**config.mk**
```make
export PLATFORM = sky130hd
export DESIGN_NAME = pipeline_ctrl
export DESIGN_NICKNAME = d
export VERILOG_FILES = /design/src/rtl/pipeline_ctrl.sv
export SDC_FILE = /design/constraint.sdc
export NUM_CORES = 1
export LEC_CHECK = 0
export BUFFER_PORTS_ARGS = -buffer_cell sky130_fd_sc_hd__buf_4
export CORE_MARGIN = 5
export CORE_UTILIZATION = 23
export DETAILED_ROUTE_END_ITERATION = 6
export GPL_ROUTABILITY_DRIVEN = 0
export GPL_TIMING_DRIVEN = 0
export SLEW_MARGIN = 40
export SYNTH_ARGS = -nofsm -noshare
export SYNTH_HDL_FRONTEND = slang
export SYNTH_SLANG_ARGS = --single-unit
```
**constraint.sdc**
```tcl
create_clock -name clk -period 2.15 [get_ports clk]
set_input_delay 0.215 -clock clk [delete_from_list [all_inputs] [get_ports clk]]
set_output_delay 0.215 -clock clk [all_outputs]
set_load 0.1 [all_outputs]
```
**src/rtl/pipeline_ctrl.sv**
```systemverilog
// Stall/flush sequencer for the five-stage pipeline: merges per-stage stall requests,
// runs the freeze-then-flush exception sequence and counts stalled cycles.
module pipeline_ctrl #(
    parameter int unsigned FLUSH_CYCLES = 2
) (
    input  logic        clk,
    input  logic        rst,
    input  logic        stallreqIF_i,
    input  logic        stallreqID_i,
    input  logic        stallreqEX_i,
    input  logic        stallreqMEM_i,
    input  logic        flushReq_i,
    input  logic [31:0] excAddr_i,
    input  logic        perfClr_i,
    output logic [5:0]  stall_o,
    output logic        flush_o,
    output logic [31:0] newPC_o,
    output logic [1:0]  state_o,
    output logic [31:0] stallCycles_o
);

    localparam logic [1:0] ST_RUN    = 2'd0;
    localparam logic [1:0] ST_FREEZE = 2'd1;
    localparam logic [1:0] ST_FLUSH  = 2'd2;
    localparam logic [3:0] FLUSH_LAST = 4'(FLUSH_CYCLES - 1);

    logic [1:0]  state_q, state_d;
    logic [3:0]  fcnt_q, fcnt_d;
    logic [31:0] epc_q, epc_d;
    logic [31:0] stall_cnt_q, stall_cnt_d;
    logic [5:0]  stall_vec;

    // Later stages dominate; an exception freezes everything, including WB.
    always_comb begin
        stall_vec = 6'b000000;
        case (state_q)
            ST_RUN: begin
                if (flushReq_i)         stall_vec = 6'b111111;
                else if (stallreqMEM_i) stall_vec = 6'b011111;
                else if (stallreqEX_i)  stall_vec = 6'b001111;
                else if (stallreqID_i)  stall_vec = 6'b000111;
                else if (stallreqIF_i)  stall_vec = 6'b000011;
                else                    stall_vec = 6'b000000;
            end
            ST_FREEZE: stall_vec = 6'b111111;
            default:   stall_vec = 6'b000000;
        endcase
    end

    always_comb begin
        state_d = state_q;
        fcnt_d  = fcnt_q;
        epc_d   = epc_q;
        case (state_q)
            ST_RUN: begin
                if (flushReq_i) begin
                    epc_d   = excAddr_i;
                    state_d = ST_FREEZE;
                end
            end
            ST_FREEZE: begin
                state_d = ST_FLUSH;
                fcnt_d  = FLUSH_LAST;
            end
            ST_FLUSH: begin
                // Further exceptions are dropped: they come from squashed instructions.
                if (fcnt_q == 4'd0) state_d = ST_RUN;
                else                fcnt_d  = fcnt_q - 4'd1;
            end
            default: state_d = ST_RUN;
        endcase
    end

    always_comb begin
        stall_cnt_d = stall_cnt_q;
        if (perfClr_i)              stall_cnt_d = 32'd0;
        else if (stall_vec != 6'd0) stall_cnt_d = stall_cnt_q + 32'd1;
    end

    always_ff @(posedge clk) begin
        if (!rst) begin
            state_q     <= ST_RUN;
            fcnt_q      <= 4'd0;
            epc_q       <= 32'd0;
            stall_cnt_q <= 32'd0;
        end else begin
            state_q     <= state_d;
            fcnt_q      <= fcnt_d;
            epc_q       <= epc_d;
            stall_cnt_q <= stall_cnt_d;
        end
    end

    // All outputs read as zero for as long as reset is held.
    assign stall_o       = rst ? stall_vec : 6'd0;
    assign flush_o       = rst && (state_q == ST_FLUSH);
    assign newPC_o       = (rst && (state_q == ST_FLUSH)) ? epc_q : 32'd0;
    assign state_o       = rst ? state_q : ST_RUN;
    assign stallCycles_o = rst ? stall_cnt_q : 32'd0;

endmodule

```
### Word level (Yosys, flattened, before mapping)

Cells that the tools add are included.

* bits in registers: 70
* input port bits: 40
* output and inout port bits: 73
* word-level logic and storage cells: 36

* add/subtract/negate cells: 2
* eq/ne operators: 5
* multiplexer cells: 15
* bitwise logic cells: 1
* reduce and logical (&&, ||, !) cells: 9

Operators by type and width (count)
* two-way mux 32 bit: 2
* adder 32 x 1 -> 32 bit, second input constant: 1
* two-way mux 6 bit: 2
* case mux 6 bit (2 select lines): 1
* two-way mux 2 bit: 4
* two-way mux 4 bit: 2
* case mux 4 bit (2 select lines): 1
* != test 2 bit, second input constant: 3
* case mux 2 bit (3 select lines): 1
* AND reduction 2 bit: 3
* nonzero test 6 bit: 1
* two-way mux 5 bit: 1
* zero test 4 bit: 1
* subtractor 4 x 1 -> 4 bit, second input constant: 1
* two-way mux 3 bit: 1
* == test 2 x 1 -> 1 bit, second input constant: 1
* == test 2 bit, second input constant: 1
* zero test 2 bit: 1
* nonzero test 2 bit: 1
* OR reduction 2 bit: 1
* logical AND 1 bit: 1
* inverter 1 bit: 1

### Longest topological paths before layout

Gate-level depths: netlist of run 1.

* depth in word-level cells: 7
* gate-level depth with buffers: 6
* gate-level depth less buffers: 6

### Least setup slack after synthesis of run 1

No wires, ideal clock.

* path type: register to output
* start: register state_q[1]
* end: output newPC_o[22]
* data arrival time: 3.379 ns
* data required time: 1.935 ns
* setup slack: -1.444 ns
* cell stages (with the launch flop): 5
* buffers on the path: 1
* path through: dfxtp_1 > and2_1 > nor2b_1 > clkbuf_1 > and2_1

* longest elaborated chain between the ends: 3

RTL lines
* start, declared: line 27 `logic [1:0] state_q, state_d;`
* start signal, assigned: line 87 `state_q <= state_d;`
* == test 2 bit
* logical AND 1 bit
* via flush_o: line 16 `output logic flush_o,`
* two-way mux 32 bit: line 97 `assign newPC_o = (rst && (state_q == ST_FLUSH)) ? epc_q : 32'd0;`
* end, declared: line 17 `output logic [31:0] newPC_o,`

The timed path passes the listed nets, and every way through them passes these cells.

### Worst setup path in the final report of run 1

* start: register state_q[0]
* end: output stall_o[1]

* longest elaborated chain between the ends: 3
* elaborated cells between the ends (all ways): 4

RTL lines
* == test 2 x 1 -> 1 bit / zero test 2 bit (equally long branches): line 36 `case (state_q)`
* case mux 6 bit (2 select lines) *: line 36
* two-way mux 6 bit *: line 95 `assign stall_o = rst ? stall_vec : 6'd0;`
* end, declared: line 15 `output logic [5:0] stall_o,`

Mark *: on every way between the ends. The rest lies on a longest branch, timed or not.

==> results of run 1 <==
[state kept, by name, indices dropped and copies added, names as in the netlist]
| signal | count |
|---|---|
| state_q | 2 |
| stall_cnt_q | 32 |
| fcnt_q | 4 |
| epc_q | 32 |
[kinds of logic after synthesis]
kind of cell | count (synthesis) | synth area share [%]
AND/OR/NAND/NOR | 245 | 36.3
AO/OA/AOI/OAI | 90 | 16.8
flip-flops | 70 | 38.4
buffers and inverters | 40 | 4.70
XOR/XNOR | 7 | 1.68
multiplexers | 5 | 1.37
adder cells (fa/ha/maj) | 2 | 0.686
[synth_stat cells, types with 2 or more instances]
cell,instances
nor4_1,6
a31oi_1,4
a41o_1,2
nand4b_1,2
xnor2_1,7
and2_1,70
clkbuf_1,24
nor3_1,3
nand3_1,14
a21oi_1,21
a211oi_1,5
or4_1,10
mux2i_1,5
a21boi_0,32
nand2_1,78
ha_1,2
o21a_1,3
dfxtp_1,70
o31ai_1,10
nor3b_1,2
buf_2,4
nand4_1,9
o21ai_0,6
and4_1,4
nand2b_1,10
buf_4,2
nor2_1,18
and3_1,5
or3_1,5
nor2b_1,4
inv_1,7
[how the worst min path moves through the flow]
stage	endpoint	slack, ps	from	cells past startpoint
floorplan	epc_q[30]	360	excAddr_i[30]	2
global placement	epc_q[4]	450	epc_q[4]	2
detailed placement	epc_q[13]	450	epc_q[13]	2
CTS	epc_q[2]	120	excAddr_i[2]	3
global route	epc_q[7]	130	excAddr_i[7]	3
finish	epc_q[2]	130	excAddr_i[2]	3
[layout make-up]
type / instances / area, um^2 / area share [%]
inverter: 7 / 26.3 / 0.504
tap: 216 / 270 / 5.18
timing repair buffer: 113 / 923 / 17.7
sequential: 70 / 1400 / 26.9
multi-input combinational: 349 / 2160 / 41.4
buffer: 33 / 161 / 3.09
clock inverter: 1 / 5.00 / 0.0959
clock buffer: 13 / 270 / 5.18
[power groups by stage]
stage               clock network, mW  registers [mW]  logic (mW)
floorplan                           0            1.39       0.261
global placement                    0            1.39       0.389
detailed placement                  0            1.39       0.390
CTS                              1.45            1.37       0.397
global route                     1.49            1.37       0.431
finish                           1.39            1.37       0.393
[layer usage]
layer	vias to the layer above	share of wire, %	global-route usage, %
li1	1834	-	-
met4	0	1.5	4.03
met1	1651	45	15.3
met3	19	6.7	3.70
met2	98	47	18.9
met5	-	0	0
[critical path, stage by stage (launching register included)]
cell and delay (ps):
dfxtp_1 340, nor4_4 210, buf_6 190, a21oi_1 130, and2_2 260, buf_4 120, buf_4 220
[cells in the final DEF, fill, tap and decap left out, types with 5 or more instances in the layout]
cell type / instances
buf_6: 22
and2_2: 21
and2_4: 10
nor2_1: 18
clkbuf_1: 19
or3_1: 5
clkbuf_16: 9
and3_1: 5
or4_1: 10
buf_4: 95
o31ai_1: 10
and2_1: 39
mux2i_1: 5
dfxtp_1: 69
nand4_1: 9
inv_1: 7
nand2_1: 78
a21boi_0: 32
o21ai_0: 6
a211oi_1: 5
nand3_1: 14
xnor2_1: 7
a21oi_1: 20
clkbuf_2: 6
nand2b_1: 10
[timing repair]
action                                  4_1_cts  5_1_grt
endpoints found under the setup margin       44       30
gates resized for setup                       8       27
pin swaps                                     1        0
buffers inserted                              1        0
==> impl_results.md, run 1 <==
- Share of post-route cells with drive strength above 1: 30.5%
- CTS Root Cell: clkbuf_16
- Peak VDD IR: 0.356 mV
- Synth Flop Type: dfxtp_1
- Initial antenna violation count: 0
- Fillers: 1690
- Worst-path clk slew: 50 ps
- Sink Count: 70
- P_leak: 2.08 nW
- Register area share after synthesis: 38.4%
- Row count: 46
- Synth top area cells: dfxtp_1 (38%), and2_1 (12%), nand2_1 (8.0%)
- PD cells: 605 mW/mm^2
- Synth Instances: 459
- Internal: 2.34 mW
- First drt pass iteration count: 4
- Via/cell ratio: 4.49
- Hold_buf cts: 0
- Antenna cells: 0
- Detailed-route via count: 3602
- FF+latch count, synth: 70
- EDFF count, synth: 0
- Largest net degree at the start of global routing: 11
- Post-route DRC: 0
- Total grt overflow: 0
- Reg2reg setup slack: 230 ps
- Post-Syn Nets: 501
- Netlist cell types: 46
- Fraction of registers with async set/reset: 0%
- Die Ht: 136 um
- DRT Wirelength: 10.9 mm
- Post-layout util: 33.2%
- Max-cap violations: 0
- Post-Route Setup TNS: 0 ps
- Critical path fanouts, max: 10
- DP Cell Count: 787
- Pins Over Slew Limit: 0
- Count of final setup violators: 0
- Nets: 625
- Ys Warns: 0
- Post-DP Area: 0.00482 mm^2
- Initial DRC Count: 205
- Area of the mapped netlist: 0.00365 mm^2
- CP startpoint kind: flop
- Max clock buf depth: 2
- DRT antenna net count: 0
- Final worst slack: 122 ps
- Switching Share: 25.8%
- Setup CP Type: flop to output pin
- Max Clk Rate: 493 MHz
- Finished Cell Area: 0.00522 mm^2
- Crit path time final: 2030 ps
- Crit Reg-Reg Startpoint: stall_cnt_q[0]
- Avg Cell Area, Syn: 7.94 um^2
- H-tree lvl count: 3
- IO Pins: 113
- Period Utilization, post-route: 94.3%
- Comb pwr share: 12.5%
- R2R Path End: stall_cnt_q[14]
- Area of the die: 0.0185 mm^2
- Synth area leader: dfxtp_1
- Vias in the first global route: 3290
- Average wire per standard cell: 13.6 um
- Total CTS buffers: 9
- Slew of the pin with the lowest slew margin: 807 ps
- Hold_ws: 133 ps
- Core region area: 0.0157 mm^2
- Crit path required time: 1930 ps
- Pwr Total: 3.15 mW
- Area share of the largest cell type after synthesis: 38.4%
- Reg power frac: 43.3%
- Crit path from: state_q[0]
- Crit path to: stall_o[1]
- Layout Cells excl Fill: 802
- Hold Path Class: primary input to flop
- Clk Latency, worst-skew pair: 340 ps
- Pre-CTS setup slack: -185 ps
- Layout area overhead: 43.1%
- Outcome: finished clean
- Crit path capture type: output pin
- Critical path arrival: 1810 ps
- CTS tree: done
- FF-to-FF path depth: 6
- HPWL Detailed: 8.18 mm
- Net Switching: 814 uW
- Unrepaired setup endpoints after global routing: no
- Hold Vio Cnt, Final: 0
- Chip width: 136 um
- First-pass GRT wire length: 17.4 mm
- Clock skew: 7.09 ps
- Clock Power Share: 44.2%
- Max-slew headroom: 45.9%
- GRT Total Usage: 11.9%
- # port buffers: 112
- Initial core utilization: 23.2%
No activity file was read; power rests on OpenSTA's default activity.
==> run 2: changes to the inputs <==
--- a/config.mk
+++ b/config.mk
@@ -7,10 +7,11 @@
 export LEC_CHECK = 0
 export BUFFER_PORTS_ARGS = -buffer_cell sky130_fd_sc_hd__buf_4
 export CORE_MARGIN = 5
-export CORE_UTILIZATION = 23
+export CORE_UTILIZATION = 51
 export DETAILED_ROUTE_END_ITERATION = 6
 export GPL_ROUTABILITY_DRIVEN = 0
 export GPL_TIMING_DRIVEN = 0
+export PLACE_DENSITY = 0.8
 export SLEW_MARGIN = 40
 export SYNTH_ARGS = -nofsm -noshare
 export SYNTH_HDL_FRONTEND = slang
==> impl_results.md, run 2 (same netlist as run 1, synthesis figures left out) <==
- Crit path time final: 2050 ps (+25.3 ps)
- Largest net degree at the start of global routing: 14 (+3)
- Sink Count: 70 (unchanged)
- Max Clk Rate: 487 MHz (-1.2%)
- PD cells: 594 mW/mm^2 (-1.8%)
- Clk Latency, worst-skew pair: 350 ps (about the same)
- Critical path arrival: 1840 ps (+30 ps)
- CP startpoint kind: flop
- Met1 Track Usage GR: 27.6% (+12 points)
- HPWL Detailed: 7.27 mm (-11%)
- DP Cell Count: 667 (-15%)
- Total grt overflow: 0 (unchanged)
- Core region area: 0.00687 mm^2 (-56%)
- Max-slew headroom: 44.6% (-1.2 points)
- Antenna cells: 0 (unchanged)
- Hold Path Class: primary input to flop
- CTS Root Cell: clkbuf_8
- P_leak: 2.05 nW (-1.7%)
- FF/Latch Area: 0.00140 mm^2 (unchanged)
- Period Utilization, post-route: 95.5% (+1.2 points)
- Peak VDD IR: 0.272 mV (-24%)
- Most crowded layer after global routing: met2
- Max clock buf depth: 2 (unchanged)
- Post-route DRC: 0 (unchanged)
- Pins Over Slew Limit: 0 (unchanged)
- Worst-path clk slew: 80 ps (+30 ps)
- DRT Wirelength: 10.0 mm (-8.5%)
- Initial DRC Count: 139 (-32%)
- Met2 Resource Use GR: 37.4% (+19 points)
- Nets: 627 (+0.32%)
- Leading cell type in the layout, fill and taps excluded: buf_4
- Count of final setup violators: 0 (unchanged)
- Initial core utilization: 53.1% (+30 points)
- Average wire per standard cell: 14.6 um (+7.0%)
- Max incr delay on CP: 430 ps (+90 ps)
- IO Pins: 113 (unchanged)
- Max-cap violations: 0 (unchanged)
- GRT Total Usage: 22.2% (+10 points)
- Via/cell ratio: 5.40 (+20%)
- Worst path slowest cell: dfxtp_2
- Chip width: 94.6 um (-30%)
- Vias in the first global route: 3328 (+1.2%)
- Worst path cell trace: and2_4 -> nor2b_4 -> clkbuf_2 -> and2_2 -> buf_4
- Share of post-route cells with drive strength above 1: 31.0% (+0.47 points)
- DRT antenna net count: 0 (unchanged)
- Fillers: 554 (-67%)
- H-tree lvl count: 3 (unchanged)
- # port buffers: 112 (unchanged)
- Outcome: finished clean
- Critical path fanouts, max: 10 (unchanged)
- Multi-input logic area: 0.00216 mm^2 (about the same)
- First drt pass iteration count: 4 (unchanged)
- Slew of the pin with the lowest slew margin: 825 ps (+18.0 ps)
- CTS tree: done
- Setup CP Type: flop to output pin
- Layout Cells excl Fill: 686 (-14%)
- Crit path capture type: output pin
- Row count: 30 (-35%)
- Initial antenna violation count: 0 (unchanged)
- Clock skew: 8.79 ps (+1.71 ps)
- Hold Vio Cnt, Final: 0 (unchanged)
- Post-layout util: 72.1% (+39 points)
- Most frequent cells in the layout: buf_4 (116), nand2_1 (78), dfxtp_1 (69)
- Die Ht: 94.6 um (-30%)
- Area of the die: 0.00894 mm^2 (-52%)
- First-pass GRT wire length: 15.8 mm (-8.7%)
- Total CTS buffers: 9 (unchanged)
- Crit path required time: 1930 ps (about the same)
- Top flop regs: epc_q (32), stall_cnt_q (32), fcnt_q (4)
- Layout area overhead: 35.9%
- Met3 Usage GRT: 5.98% (+2.3 points)
- Detailed-route via count: 3703 (+2.8%)
[run 2: worst paths after layout]
kind,start,end,slack (ps),depth (start not counted)
worst max-delay path,state_q[1],newPC_o[4],100,5
worst min-delay path,excAddr_i[11],epc_q[11],120,3
worst max register to register,stall_cnt_q[0],stall_cnt_q[14],200,6
worst min register to register,epc_q[5],epc_q[5],460,2
[run 2: through the flow]
stage,power (mW),setup WS (ps),hold WS [ps],cell area (um^2),TNS (ps)
2_1_floorplan,1.65,-107,360,3700,-320
3_3_place_gp,1.77,-24.5,446,4670,-24.5
3_5_place_dp,1.78,-30.0,452,4670,-30.0
4_1_cts,2.96,7.58,101,4910,0
5_1_grt,3.06,-4.48,110,4960,-4.48
6_report,2.94,96.5,115,4960,0
[run 2: what timing repair did]
action                     CTS  global route
setup buffers                0             3
pin swaps                    1             1
resized for setup            8             7
setup endpoints to repair   32            30
hold buffers                 0             0
[run 2: where the power goes]
part | switching, mW | internal, mW
Clock | 0.526 | 0.656
Combinational | 0.255 | 0.139
Sequential | 0.0255 | 1.34
[run 2: metal layers]
metal / routed length, um / up-vias / share of wire (%)
met5: 0 / - / 0
met4: 154 / 0 / 1.5
met3: 843 / 17 / 8.4
met2: 4830 / 143 / 48
met1: 4170 / 1706 / 42
li1: - / 1837 / -
[run 2: worst max-delay path, delay by kind of cell, from the launching register on]
kind          cells  cell delay, ps
simple gates      3             550
flops             1             430
buf+inv           2             500
[run 2: layout make-up]
cell class,instances,share of cell area [%]
clock buffers,9,2.50
multi-input cells,349,43.5
clock inverters,7,1.97
well taps,96,2.42
plain buffers,33,3.23
repair buffers,115,17.5
inverters,7,0.530
flip-flops and latches,70,28.3
==> run 3: changes to the inputs <==
--- a/config.mk
+++ b/config.mk
@@ -6,12 +6,14 @@
 export NUM_CORES = 1
 export LEC_CHECK = 0
 export BUFFER_PORTS_ARGS = -buffer_cell sky130_fd_sc_hd__buf_4
+export CELL_PAD_IN_SITES_DETAIL_PLACEMENT = 1
+export CELL_PAD_IN_SITES_GLOBAL_PLACEMENT = 1
 export CORE_MARGIN = 5
-export CORE_UTILIZATION = 51
+export CORE_UTILIZATION = 37
 export DETAILED_ROUTE_END_ITERATION = 6
 export GPL_ROUTABILITY_DRIVEN = 0
 export GPL_TIMING_DRIVEN = 0
-export PLACE_DENSITY = 0.8
+export PLACE_DENSITY_LB_ADDON = 0.1
 export SLEW_MARGIN = 40
 export SYNTH_ARGS = -nofsm -noshare
 export SYNTH_HDL_FRONTEND = slang
==> impl_results.md, run 3 (same netlist as run 1, synthesis figures left out) <==
- Top Layer Used: met4
- Critical path arrival: 1830 ps (about the same)
- Clock skew: 9.26 ps (+0.469 ps)
- Layout area overhead: 39.5%
- Sink Count: 70 (unchanged)
- Max-slew headroom: 56.2% (+12 points)
- Total CTS buffers: 9 (unchanged)
- First-pass GRT wire length: 18.3 mm (+16%)
- Crit path capture type: output pin
- Detailed-route via count: 3719 (+0.43%)
- Nets: 626 (-0.16%)
- # port buffers: 112 (unchanged)
- Post-DP Area: 0.00472 mm^2 (+1.1%)
- Die Ht: 109 um (+16%)
- Antenna cells: 0 (unchanged)
- Hold_ws: 111 ps (-4.51 ps)
- FF/Latch Area: 0.00140 mm^2 (unchanged)
- Post-route DRC: 0 (unchanged)
- Crit path time final: 2050 ps (-8.32 ps)
- Period Utilization, post-route: 95.1% (-0.39 points)
- Max Clk Rate: 489 MHz (+0.41%)
- Met3 wire len: 615 um (-27%)
- Fillers: 1181 (+110%)
- Peak VDD IR: 0.350 mV (+29%)
- Metal1 wirelength: 5.09 mm (+22%)
- Max-cap violations: 0 (unchanged)
- Met2 WL post-DR: 5.64 mm (+17%)
- Clk Latency, worst-skew pair: 360 ps (about the same)
- Crit path required time: 1930 ps (about the same)
- Initial antenna violation count: 0 (unchanged)
- Unrepaired setup endpoints after global routing: no
- Layout Cells excl Fill: 722 (+5.2%)
- Initial DRC Count: 132 (-5.0%)
- Vias in the first global route: 3754 (+13%)
- Critical path fanouts, max: 10 (unchanged)
- CTS Root Cell: clkbuf_8
- Outcome: finished clean
- Setup CP Type: flop to output pin
- Leading cell type in the layout, fill and taps excluded: buf_4
- Via/cell ratio: 5.15 (-4.6%)
- Post-Route Setup TNS: 0 ps (unchanged)
- Multi-input logic area: 0.00216 mm^2 (+0.23%)
- Average wire per standard cell: 16.0 um (+9.7%)
- CP startpoint kind: flop
- Largest net degree at the start of global routing: 14 (unchanged)
- Row count: 36 (+20%)
- Hold_buf cts: 0 (unchanged)
- PD cells: 630 mW/mm^2 (+6.1%)
- IO Pins: 113 (unchanged)
- Worst-path clk slew: 80 ps (about the same)
- Share of post-route cells with drive strength above 1: 31.1% (+0.053 points)
- DP Cell Count: 704 (+5.5%)
- P_leak: 2.08 nW (+1.4%)
- Count of final setup violators: 0 (unchanged)
- HPWL Detailed: 8.48 mm (+17%)
- Top flop regs: epc_q (32), stall_cnt_q (32), fcnt_q (4)
- GRT Total Usage: 19.3% (-2.9 points)
- Finished Cell Area: 0.00509 mm^2 (+2.6%)
- Total grt overflow: 0 (unchanged)
- Chip width: 109 um (+16%)
- DRT Wirelength: 11.5 mm (+15%)
- Hold Vio Cnt, Final: 0 (unchanged)
- Slew of the pin with the lowest slew margin: 652 ps (-174 ps)
- First drt pass iteration count: 4 (unchanged)
- DRT antenna net count: 0 (unchanged)
- Pins Over Slew Limit: 0 (unchanged)
- Hold Path Class: primary input to flop
- H-tree lvl count: 3 (unchanged)
- Core region area: 0.00968 mm^2 (+41%)
- Initial core utilization: 37.6% (-15 points)
- Max clock buf depth: 2 (unchanged)
- Most frequent cells in the layout: buf_4 (105), nand2_1 (78), dfxtp_1 (69)
- CTS tree: done
- Area of the die: 0.0119 mm^2 (+34%)
==> run 3: cell count changes in the layout (fill, tap and decap cells not counted), moves of 2 or more <==
cell,previous run,this run
clkinv_4,1,3
bufinv_16,2,4
clkinvlp_4,2,0
buf_6,3,13
buf_4,116,105
==> run 3: power breakdown <==
| group | internal (mW) | total, mW | switching (mW) |
|---|---|---|---|
| logic | 0.139 | 0.401 | 0.262 |
| clock network | 0.894 | 1.44 | 0.545 |
| registers | 1.34 | 1.37 | 0.0257 |
==> run 3: worst max-delay path: stages (launching register included) <==
cell	delay, ps
dfxtp_2	420
and2_4	170
nor2b_4	200
clkbuf_2	220
and2_2	170
buf_4	280
==> run 3: stage by stage <==
stage | util (%) | worst slack [ps] | power (mW)
floorplan | - | -107 | 1.65
global placement | 48.7 | -95.5 | 1.78
detailed placement | 48.7 | -93.5 | 1.79
CTS | 51.8 | 1.90 | 3.23
global route | 52.5 | 2.63 | 3.32
finish | 52.5 | 105 | 3.20
==> run 3: timing repair <==
item | in CTS | in global routing
endpoints found under the setup margin | 41 | 12
gates resized for setup | 9 | 15
buffers inserted | 0 | 2
gates cloned | 0 | 0
pin swaps | 1 | 1
==> run 3: path summary, 6_finish.rpt <==
path	start	endpoint	slack (ps)	depth (start not counted)
max	state_q[1]	newPC_o[15]	100	5
max reg2reg	stall_cnt_q[0]	stall_cnt_q[12]	170	6
min	excAddr_i[3]	epc_q[3]	110	3
min reg2reg	epc_q[15]	epc_q[15]	460	2
==> run 3: per-layer routing <==
metal,global-route usage (%),up-vias
met1,24.1,1770
met5,0,-
li1,-,1826
met4,7.39,0
met3,3.02,16
met2,33.4,107
==> run 3: layout make-up <==
type                    instances  share of cell area (%)
multi-input cells             349                    42.5
flip-flops and latches         70                    27.6
repair buffers                114                    17.6
well taps                     133                    3.27
plain buffers                  33                    3.15
clock inverters                 7                    2.88
clock buffers                   9                    2.44
inverters                       7                   0.517
